### config.mk
export PLATFORM = sky130hd
export DESIGN_NAME = pipe_hazard_ctrl_flat
export DESIGN_NICKNAME = d
export VERILOG_FILES = /design/src/rtl/pipe_hazard_if.sv /design/src/rtl/pipe_hazard_ctrl.sv /design/src/flat_wrapper.sv
export SDC_FILE = /design/constraint.sdc
export NUM_CORES = 1
export LEC_CHECK = 0
export ABC_AREA = 1
export BUFFER_PORTS_ARGS = -buffer_cell sky130_fd_sc_hd__buf_2
export CELL_PAD_IN_SITES_DETAIL_PLACEMENT = 1
export CELL_PAD_IN_SITES_GLOBAL_PLACEMENT = 1
export CORE_MARGIN = 2
export CORE_UTILIZATION = 38
export CTS_CLUSTER_SIZE = 12
export DETAILED_ROUTE_END_ITERATION = 10
export PLACE_DENSITY_LB_ADDON = 0.1
export SLEW_MARGIN = 20
export SYNTH_ARGS = -nofsm -noshare
export SYNTH_HDL_FRONTEND = slang
export SYNTH_SLANG_ARGS = --single-unit
### constraint.sdc
create_clock -name clk -period 4.6 [get_ports clk]
set_clock_uncertainty 0.2 [all_clocks]
set_input_delay 0.46 -clock clk [delete_from_list [all_inputs] [get_ports clk]]
set_output_delay 0.46 -clock clk [all_outputs]
set_load 0.01 [all_outputs]
### src/rtl/pipe_hazard_if.sv
// Pipeline-to-hazard-controller bundle: stage register fields in, forwarding
// selects, stage enables/flushes and debug counters out.
interface pipe_hazard_if #(
    parameter int CNT_W = 16
);
    logic [4:0]       id_rs;
    logic [4:0]       id_rt;
    logic             id_use_rs;
    logic             id_use_rt;
    logic [4:0]       ex_Rw;
    logic             ex_RegWr;
    logic [1:0]       ex_MemtoReg;
    logic [4:0]       mem_Rw;
    logic             mem_RegWr;
    logic [4:0]       wr_Rw;
    logic             wr_RegWr;
    logic [4:0]       ex_rs;
    logic [4:0]       ex_rt;
    logic             ex_branch_taken;
    logic             id_jump;
    logic             dmem_req;
    logic             dmem_ready;
    logic [1:0]       fwd_a;
    logic [1:0]       fwd_b;
    logic             pc_en;
    logic             if_id_en;
    logic             if_id_flush;
    logic             id_ex_en;
    logic             id_ex_flush;
    logic             ex_mem_en;
    logic             mem_wr_en;
    logic             mem_wr_flush;
    logic             dmem_timeout;
    logic [CNT_W-1:0] stall_cnt;
    logic [CNT_W-1:0] flush_cnt;

    modport master (
        output id_rs, id_rt, id_use_rs, id_use_rt, ex_Rw, ex_RegWr, ex_MemtoReg,
               mem_Rw, mem_RegWr, wr_Rw, wr_RegWr, ex_rs, ex_rt,
               ex_branch_taken, id_jump, dmem_req, dmem_ready,
        input  fwd_a, fwd_b, pc_en, if_id_en, if_id_flush, id_ex_en, id_ex_flush,
               ex_mem_en, mem_wr_en, mem_wr_flush, dmem_timeout, stall_cnt, flush_cnt
    );

    modport slave (
        input  id_rs, id_rt, id_use_rs, id_use_rt, ex_Rw, ex_RegWr, ex_MemtoReg,
               mem_Rw, mem_RegWr, wr_Rw, wr_RegWr, ex_rs, ex_rt,
               ex_branch_taken, id_jump, dmem_req, dmem_ready,
        output fwd_a, fwd_b, pc_en, if_id_en, if_id_flush, id_ex_en, id_ex_flush,
               ex_mem_en, mem_wr_en, mem_wr_flush, dmem_timeout, stall_cnt, flush_cnt
    );
endinterface

### src/rtl/pipe_hazard_ctrl.sv
// Hazard controller for the 5-stage pipeline: ALU forwarding, load-use/branch/
// jump/memory-wait stall and flush control, plus saturating debug counters.
//
// state  | meaning
// S_RUN  | normal flow; a memory wait here starts a wait episode
// S_WAIT | holding the pipe upstream of MEM while data memory is not ready
// S_REL  | one-cycle forced release after a wait timed out
module pipe_hazard_ctrl #(
    parameter int WAIT_MAX = 64,
    parameter int CNT_W    = 16
) (
    input  logic         clk,
    input  logic         rst,
    pipe_hazard_if.slave bus
);
    localparam int WCW = $clog2(WAIT_MAX + 1);

    typedef enum logic [1:0] {S_RUN, S_WAIT, S_REL} state_t;

    state_t           state, state_nxt;
    logic [WCW-1:0]   wait_cnt, wait_nxt, wait_inc;
    logic             timeout_set;
    logic             memwait, loaduse;
    logic             stall_ev, flush_ev;
    logic [CNT_W-1:0] stall_cnt, flush_cnt;
    logic             dmem_timeout;

    logic [1:0] fwd_a, fwd_b;
    logic       pc_en, if_id_en, if_id_flush, id_ex_en, id_ex_flush;
    logic       ex_mem_en, mem_wr_en, mem_wr_flush;

    always_ff @(posedge clk) begin
        if (!rst) begin
            state        <= S_RUN;
            wait_cnt     <= '0;
            dmem_timeout <= 1'b0;
            stall_cnt    <= '0;
            flush_cnt    <= '0;
        end else begin
            state    <= state_nxt;
            wait_cnt <= wait_nxt;
            if (timeout_set)
                dmem_timeout <= 1'b1;
            if (stall_ev && stall_cnt != '1)
                stall_cnt <= stall_cnt + CNT_W'(1);
            if (flush_ev && flush_cnt != '1)
                flush_cnt <= flush_cnt + CNT_W'(1);
        end
    end

    always_comb begin
        memwait = (state != S_REL) && bus.dmem_req && !bus.dmem_ready;
        loaduse = (bus.ex_MemtoReg == 2'b01) && bus.ex_RegWr && (bus.ex_Rw != 5'd0) &&
                  ((bus.id_use_rs && bus.id_rs == bus.ex_Rw) ||
                   (bus.id_use_rt && bus.id_rt == bus.ex_Rw));
        // Wait count the episode will have after this cycle's stall.
        wait_inc    = (state == S_WAIT) ? wait_cnt + WCW'(1) : WCW'(1);
        state_nxt   = state;
        wait_nxt    = wait_cnt;
        timeout_set = 1'b0;

        case (state)
            S_REL: begin
                state_nxt = S_RUN;
                wait_nxt  = '0;
            end
            default: begin
                if (memwait) begin
                    if (wait_inc >= WCW'(WAIT_MAX)) begin
                        state_nxt   = S_REL;
                        wait_nxt    = '0;
                        timeout_set = 1'b1;
                    end else begin
                        state_nxt = S_WAIT;
                        wait_nxt  = wait_inc;
                    end
                end else begin
                    state_nxt = S_RUN;
                    wait_nxt  = '0;
                end
            end
        endcase
    end

    always_comb begin
        pc_en        = 1'b1;
        if_id_en     = 1'b1;
        if_id_flush  = 1'b0;
        id_ex_en     = 1'b1;
        id_ex_flush  = 1'b0;
        ex_mem_en    = 1'b1;
        mem_wr_en    = 1'b1;
        mem_wr_flush = 1'b0;

        if (state != S_REL) begin
            if (memwait) begin
                pc_en        = 1'b0;
                if_id_en     = 1'b0;
                id_ex_en     = 1'b0;
                ex_mem_en    = 1'b0;
                mem_wr_flush = 1'b1;
            end else if (bus.ex_branch_taken) begin
                if_id_flush = 1'b1;
                id_ex_flush = 1'b1;
            end else if (loaduse) begin
                pc_en       = 1'b0;
                if_id_en    = 1'b0;
                id_ex_flush = 1'b1;
            end else if (bus.id_jump) begin
                if_id_flush = 1'b1;
            end
        end

        stall_ev = !pc_en;
        flush_ev = if_id_flush;

        if (bus.mem_RegWr && bus.mem_Rw != 5'd0 && bus.mem_Rw == bus.ex_rs)
            fwd_a = 2'b01;
        else if (bus.wr_RegWr && bus.wr_Rw != 5'd0 && bus.wr_Rw == bus.ex_rs)
            fwd_a = 2'b10;
        else
            fwd_a = 2'b00;

        if (bus.mem_RegWr && bus.mem_Rw != 5'd0 && bus.mem_Rw == bus.ex_rt)
            fwd_b = 2'b01;
        else if (bus.wr_RegWr && bus.wr_Rw != 5'd0 && bus.wr_Rw == bus.ex_rt)
            fwd_b = 2'b10;
        else
            fwd_b = 2'b00;

        // Pipeline flows freely while reset is held.
        if (!rst) begin
            pc_en        = 1'b1;
            if_id_en     = 1'b1;
            if_id_flush  = 1'b0;
            id_ex_en     = 1'b1;
            id_ex_flush  = 1'b0;
            ex_mem_en    = 1'b1;
            mem_wr_en    = 1'b1;
            mem_wr_flush = 1'b0;
            fwd_a        = 2'b00;
            fwd_b        = 2'b00;
        end
    end

    assign bus.fwd_a        = fwd_a;
    assign bus.fwd_b        = fwd_b;
    assign bus.pc_en        = pc_en;
    assign bus.if_id_en     = if_id_en;
    assign bus.if_id_flush  = if_id_flush;
    assign bus.id_ex_en     = id_ex_en;
    assign bus.id_ex_flush  = id_ex_flush;
    assign bus.ex_mem_en    = ex_mem_en;
    assign bus.mem_wr_en    = mem_wr_en;
    assign bus.mem_wr_flush = mem_wr_flush;
    assign bus.dmem_timeout = dmem_timeout;
    assign bus.stall_cnt    = stall_cnt;
    assign bus.flush_cnt    = flush_cnt;
endmodule

### src/flat_wrapper.sv
// flat-port wrapper written by rule: the top's interface ports become plain ports
module pipe_hazard_ctrl_flat 
#(
    parameter int WAIT_MAX = 64,
    parameter int CNT_W    = 16
)
  (clk, rst, bus_id_rs, bus_id_rt, bus_id_use_rs, bus_id_use_rt, bus_ex_Rw, bus_ex_RegWr, bus_ex_MemtoReg, bus_mem_Rw, bus_mem_RegWr, bus_wr_Rw, bus_wr_RegWr, bus_ex_rs, bus_ex_rt, bus_ex_branch_taken, bus_id_jump, bus_dmem_req, bus_dmem_ready, bus_fwd_a, bus_fwd_b, bus_pc_en, bus_if_id_en, bus_if_id_flush, bus_id_ex_en, bus_id_ex_flush, bus_ex_mem_en, bus_mem_wr_en, bus_mem_wr_flush, bus_dmem_timeout, bus_stall_cnt, bus_flush_cnt);
  pipe_hazard_if #(.CNT_W(CNT_W)) bus_i ();
  input  logic clk;
  input  logic rst;
  input wire logic [$bits(bus_i.id_rs)-1:0] bus_id_rs;
  input wire logic [$bits(bus_i.id_rt)-1:0] bus_id_rt;
  input wire logic [$bits(bus_i.id_use_rs)-1:0] bus_id_use_rs;
  input wire logic [$bits(bus_i.id_use_rt)-1:0] bus_id_use_rt;
  input wire logic [$bits(bus_i.ex_Rw)-1:0] bus_ex_Rw;
  input wire logic [$bits(bus_i.ex_RegWr)-1:0] bus_ex_RegWr;
  input wire logic [$bits(bus_i.ex_MemtoReg)-1:0] bus_ex_MemtoReg;
  input wire logic [$bits(bus_i.mem_Rw)-1:0] bus_mem_Rw;
  input wire logic [$bits(bus_i.mem_RegWr)-1:0] bus_mem_RegWr;
  input wire logic [$bits(bus_i.wr_Rw)-1:0] bus_wr_Rw;
  input wire logic [$bits(bus_i.wr_RegWr)-1:0] bus_wr_RegWr;
  input wire logic [$bits(bus_i.ex_rs)-1:0] bus_ex_rs;
  input wire logic [$bits(bus_i.ex_rt)-1:0] bus_ex_rt;
  input wire logic [$bits(bus_i.ex_branch_taken)-1:0] bus_ex_branch_taken;
  input wire logic [$bits(bus_i.id_jump)-1:0] bus_id_jump;
  input wire logic [$bits(bus_i.dmem_req)-1:0] bus_dmem_req;
  input wire logic [$bits(bus_i.dmem_ready)-1:0] bus_dmem_ready;
  output wire logic [$bits(bus_i.fwd_a)-1:0] bus_fwd_a;
  output wire logic [$bits(bus_i.fwd_b)-1:0] bus_fwd_b;
  output wire logic [$bits(bus_i.pc_en)-1:0] bus_pc_en;
  output wire logic [$bits(bus_i.if_id_en)-1:0] bus_if_id_en;
  output wire logic [$bits(bus_i.if_id_flush)-1:0] bus_if_id_flush;
  output wire logic [$bits(bus_i.id_ex_en)-1:0] bus_id_ex_en;
  output wire logic [$bits(bus_i.id_ex_flush)-1:0] bus_id_ex_flush;
  output wire logic [$bits(bus_i.ex_mem_en)-1:0] bus_ex_mem_en;
  output wire logic [$bits(bus_i.mem_wr_en)-1:0] bus_mem_wr_en;
  output wire logic [$bits(bus_i.mem_wr_flush)-1:0] bus_mem_wr_flush;
  output wire logic [$bits(bus_i.dmem_timeout)-1:0] bus_dmem_timeout;
  output wire logic [$bits(bus_i.stall_cnt)-1:0] bus_stall_cnt;
  output wire logic [$bits(bus_i.flush_cnt)-1:0] bus_flush_cnt;
  assign bus_i.id_rs = bus_id_rs;
  assign bus_i.id_rt = bus_id_rt;
  assign bus_i.id_use_rs = bus_id_use_rs;
  assign bus_i.id_use_rt = bus_id_use_rt;
  assign bus_i.ex_Rw = bus_ex_Rw;
  assign bus_i.ex_RegWr = bus_ex_RegWr;
  assign bus_i.ex_MemtoReg = bus_ex_MemtoReg;
  assign bus_i.mem_Rw = bus_mem_Rw;
  assign bus_i.mem_RegWr = bus_mem_RegWr;
  assign bus_i.wr_Rw = bus_wr_Rw;
  assign bus_i.wr_RegWr = bus_wr_RegWr;
  assign bus_i.ex_rs = bus_ex_rs;
  assign bus_i.ex_rt = bus_ex_rt;
  assign bus_i.ex_branch_taken = bus_ex_branch_taken;
  assign bus_i.id_jump = bus_id_jump;
  assign bus_i.dmem_req = bus_dmem_req;
  assign bus_i.dmem_ready = bus_dmem_ready;
  assign bus_fwd_a = bus_i.fwd_a;
  assign bus_fwd_b = bus_i.fwd_b;
  assign bus_pc_en = bus_i.pc_en;
  assign bus_if_id_en = bus_i.if_id_en;
  assign bus_if_id_flush = bus_i.if_id_flush;
  assign bus_id_ex_en = bus_i.id_ex_en;
  assign bus_id_ex_flush = bus_i.id_ex_flush;
  assign bus_ex_mem_en = bus_i.ex_mem_en;
  assign bus_mem_wr_en = bus_i.mem_wr_en;
  assign bus_mem_wr_flush = bus_i.mem_wr_flush;
  assign bus_dmem_timeout = bus_i.dmem_timeout;
  assign bus_stall_cnt = bus_i.stall_cnt;
  assign bus_flush_cnt = bus_i.flush_cnt;
  pipe_hazard_ctrl #(.WAIT_MAX(WAIT_MAX), .CNT_W(CNT_W)) u_core (.clk(clk), .rst(rst), .bus(bus_i));
endmodule
# After elaboration in Yosys (flattened, before gate mapping)
# Cells that the tools add are included.
# classes
addsub	3
mul	0
div	0
order_cmp	1
n_eq_ne	12
n_shift	0
n_mux	33
bitwise_logic	2
n_reduce_logical	23
# ops
op	n
adder 16 x 1 -> 16 bit, second input constant	2
inequality test 16 bit, second input constant	2
== test 5 bit	6
two-way mux 1 bit	25
logical AND 1 bit	15
nonzero test 5 bit	3
two-way mux 2 bit	7
adder 7 x 1 -> 7 bit, second input constant	1
greater-or-equal comparator 7 bit, second input constant	1
two-way mux 7 bit	1
== test 2 x 1 -> 1 bit, second input constant	2
OR reduction 4 bit	1
OR reduction 3 bit	1
== test 2 bit, second input constant	1
zero test 1 bit	2
inequality test 2 bit, second input constant	1
inverter 1 bit	2
logical OR 1 bit	1
# word_totals
regBits	42
latch_bits	0
ram_bits	0
romBits	0
inputBits	48
output_inout_bits	45
wordCells	79
mem_count	0

# Depth between registers and ports, before layout
# logic_depth
depth_word	10
mapped_depth	13
ltp_nobuf	12

# Worst setup path after synthesis
# OpenSTA, ideal clock, no wires.
# synth_timing
path_type	input -> output
start	in bus_ex_Rw[3]
end	out bus_pc_en
arrival_time_ps	1520
t_required_ps	3940
setup_slack_ps	2420
cell_stages	11
n_path_buf	2
cell_sequence	inv_1 -> nand2_1 -> nand2_1 -> nor2_1 -> nand3_1 -> nand2_1 -> nand4_1 -> nand2_2 -> buf_2 -> nand2_1 -> buf_4
# synth_via
elab_chain_len	9
# synth_rtl
item	line_no	rtl
from (decl)	flat_wrapper.sv:15	input wire logic [$bits(bus_i.ex_Rw)-1:0] bus_ex_Rw;
== test 5 bit (on tied branches)	pipe_hazard_ctrl.sv:54, pipe_hazard_ctrl.sv:55	
logical AND 1 bit (on tied branches)	pipe_hazard_ctrl.sv:54, pipe_hazard_ctrl.sv:55	
logical OR 1 bit	pipe_hazard_ctrl.sv:54	((bus.id_use_rs && bus.id_rs == bus.ex_Rw) ||
logical AND 1 bit (*)	pipe_hazard_ctrl.sv:53	loaduse = (bus.ex_MemtoReg == 2'b01) && bus.ex_RegWr && (bus.ex_Rw != 5'd0) &&
two-way mux 1 bit (*) (5 in a row)	-	
to (decl)	flat_wrapper.sv:30	output wire logic [$bits(bus_i.pc_en)-1:0] bus_pc_en;
# Every way passes the cells marked *; elsewhere a longest branch is shown, timed or not.

# Final worst setup path
# layout_timing
start	in bus_ex_Rw[4]
end	out bus_pc_en
# layout_via
elab_chain_len	9
# layout_rtl
item	line_no	rtl
== test 5 bit (on tied branches)	pipe_hazard_ctrl.sv:54, pipe_hazard_ctrl.sv:55	
logical AND 1 bit (on tied branches)	pipe_hazard_ctrl.sv:54, pipe_hazard_ctrl.sv:55	
logical OR 1 bit	pipe_hazard_ctrl.sv:54	
logical AND 1 bit (*)	pipe_hazard_ctrl.sv:53	
two-way mux 1 bit (*)	pipe_hazard_ctrl.sv:105	end else if (loaduse) begin
two-way mux 1 bit (*)	pipe_hazard_ctrl.sv:102	end else if (bus.ex_branch_taken) begin
two-way mux 1 bit (*)	pipe_hazard_ctrl.sv:96	if (memwait) begin
two-way mux 1 bit (*)	pipe_hazard_ctrl.sv:95	if (state != S_REL) begin
two-way mux 1 bit (*)	pipe_hazard_ctrl.sv:132	if (!rst) begin
# Marks and branches as above.

==> out/results.ini <==
[critical_path]
critPathCaptureType=output port
worstPathArrival_ns=1.81
critPathRequiredTime_ns=3.94
crit_fanout=18
cp-start-kind=input pin
worstSetupPathType=in -> out

[floorplan]
start_util_pct=39.29
die_x_um=90.84
core_area_mm2=0.007292
dieHeight_um=90.84
die-area_mm2=0.008251
io-pin-count=93
num_rows=31

[sta]
setup_viol=0
hold_viol=0
fin_tns_setup_ns=0
fmax_ghz=0.4044
worst_slew_margin_rel_pct=59.31
slew_violations=0
grt_setup_unrepaired=false
tightest_slew_ns=0.6098
whs_ns=0.2716
fin_crit_ns=2.473
fin_crit_sh_pct=53.76

[grt]
antenna_found_initial=0
use_met3_pct=2.922
grt_pass1_vias=3087
met1_usage_pct=26.00
grt_pass1_wl_um=13920
grt_max_degree=22
grt_overflow=0
grt_busiest_layer=met2
use_met2_pct=35.26
grt_usage_pct=20.13

[synthesis]
yosysSeqAreaShare_pct=29.34
yosysMostFrequentCell=nand2_1
synth_area_mm2=0.002865
synth_top_area_share_pct=29.34
synth.top_cells.by_area=dfxtp_1 (29%), nand2_1 (14%), xor2_1 (9.5%)
synthArstFlopShare_pct=0
synth_edf_count=0
avgSynthCellArea_um2=6.648
yosys_warnings=0
synth_ff_type=dfxtp_1
synth-seq-cells=42
synth_cell_type_count=37
syn-instance-count=431
ys_top_cells_by_count=nand2_1 (107), inv_1 (51), nor2_1 (49)
yosysTopAreaCell=dfxtp_1
synth_nets=482

[cts]
cts_buffer_depth=2
post-cts-setup-buffers=0
cts_made_buffers=5
cts.sinks=42
tritoncts=done
ctsHoldBuffers=0
cts.repair.resized=0
path_clk_slew_ns=0.08
htree_num_levels=2
clk_latency_ns=0.30
root_buffer=clkbuf_8

[power]
peakVddDrop_v=0.0001438
powerDensity_mw_per_mm2=240.3
power_leakage_nw=1.678

[finish]
syn_to_final_growth_pct=22.27
num_antenna_cells=0
stdcell_area_mm2=0.003503
fin_cells=618
drive_gt1_share_pct=23.51
post-route-util_pct=48.04
nets=569

[place]
placed_cells=610
io_buffers=91
gp_congestion=0.8271
dp_hpwl_um=6164
place_area_mm2=0.003366

[route]
viasPerCell=4.803
drt_iter0_drc=88
final_antenna_net_count=0
wl_per_cell_um=12.72
firstDrtPassIters=4
vias=2968
wl_um=7859
route.detailed.drc=0

[hold_path]
hold_class=reg -> reg

[run_status]
status=completed

[run]
drv_cap=0

## per-layer routing
layer	up-vias	part of all wire (%)
met3	8	3.3
met4	0	1.2
met5	-	0
li1	1533	-
met1	1372	47
met2	55	48
## registers in the layout, indices dropped and copies added (netlist names)
name / flops
u_core.bus.flush_cnt: 16
u_core.bus.stall_cnt: 16
u_core.wait_cnt: 7
u_core.state: 2
u_core.bus.dmem_timeout: 1
## cells in the final DEF (no fill, tap or decap), types with 2 or more instances in the layout
cell type and instances:
a21oi_1 31, buf_2 91, bufinv_16 2, clkbuf_8 5
conb_1 2, dfxtp_1 42, ha_1 3, inv_1 51
inv_2 3, nand2_1 107, nand2_2 2, nand3_1 34
nand3_2 2, nand4_1 7, nor2_1 49, nor2_2 3
nor3_1 7, nor3_2 3, nor3b_1 2, nor4_1 4
o21ai_0 6, or2_2 5, xnor2_1 14, xor2_1 31
## worst max-delay path, cell delays in order
cell	delay [ns]
buf_2	0.11
inv_1	0.05
nand2_1	0.05
nand2_1	0.05
nor2_1	0.11
nand3_1	0.07
nand2_1	0.10
nand4_1	0.10
nand2_2	0.30
nand2_1	0.21
buf_2	0.19
## where the power goes
part           switching, mW  total [mW]  internal (mW)
Clock                  0.139       0.356          0.218
Combinational         0.0674       0.112         0.0451
Sequential           0.00541       0.373          0.368
## stage by stage
step | total power, mW | worst slack (ns)
detailed placement | 0.4959 | 2.122
finish | 0.8419 | 2.127
floorplan | 0.4502 | 2.420
global placement | 0.4925 | 2.168
global route | 0.8854 | 1.896
CTS | 0.8523 | 2.110
## cell type report
type	instances	area, um^2
flip-flops and latches	42	840.8
clock buffers	5	68.82
clock inverters	3	68.82
inverters	54	202.7
repair buffers	92	462.9
well taps	99	123.9
fillers	1013	3789
multi-input cells	323	1735
## path summary, 6_finish.rpt
path                                          end  slack [ns]                                  from  cells past startpoint
min reg2reg  u_core.bus.dmem_timeout$_SDFFE_PN0P_        0.27  u_core.bus.dmem_timeout$_SDFFE_PN0P_                      2
max reg2reg  u_core.bus.stall_cnt[4]$_SDFFE_PN0P_        2.28  u_core.bus.stall_cnt[0]$_SDFFE_PN0P_                      7
min          u_core.bus.dmem_timeout$_SDFFE_PN0P_        0.27  u_core.bus.dmem_timeout$_SDFFE_PN0P_                      2
max                                     bus_pc_en        2.13                          bus_ex_Rw[4]                     11
## cell families (layout without fill, tap and decap cells)
group | Yosys count | count (layout) | synth area share, %
AND/OR/NAND/NOR | 231 | 231 | 37.38
other | 2 | 2 | 0.2621
adder cells (fa/ha/maj) | 3 | 3 | 1.310
buffers and inverters | 66 | 154 | 10.09
AO/OA/AOI/OAI | 42 | 42 | 7.860
flip-flops | 42 | 42 | 29.35
XOR/XNOR | 45 | 45 | 13.76
Power figures use the tool's default switching activity.
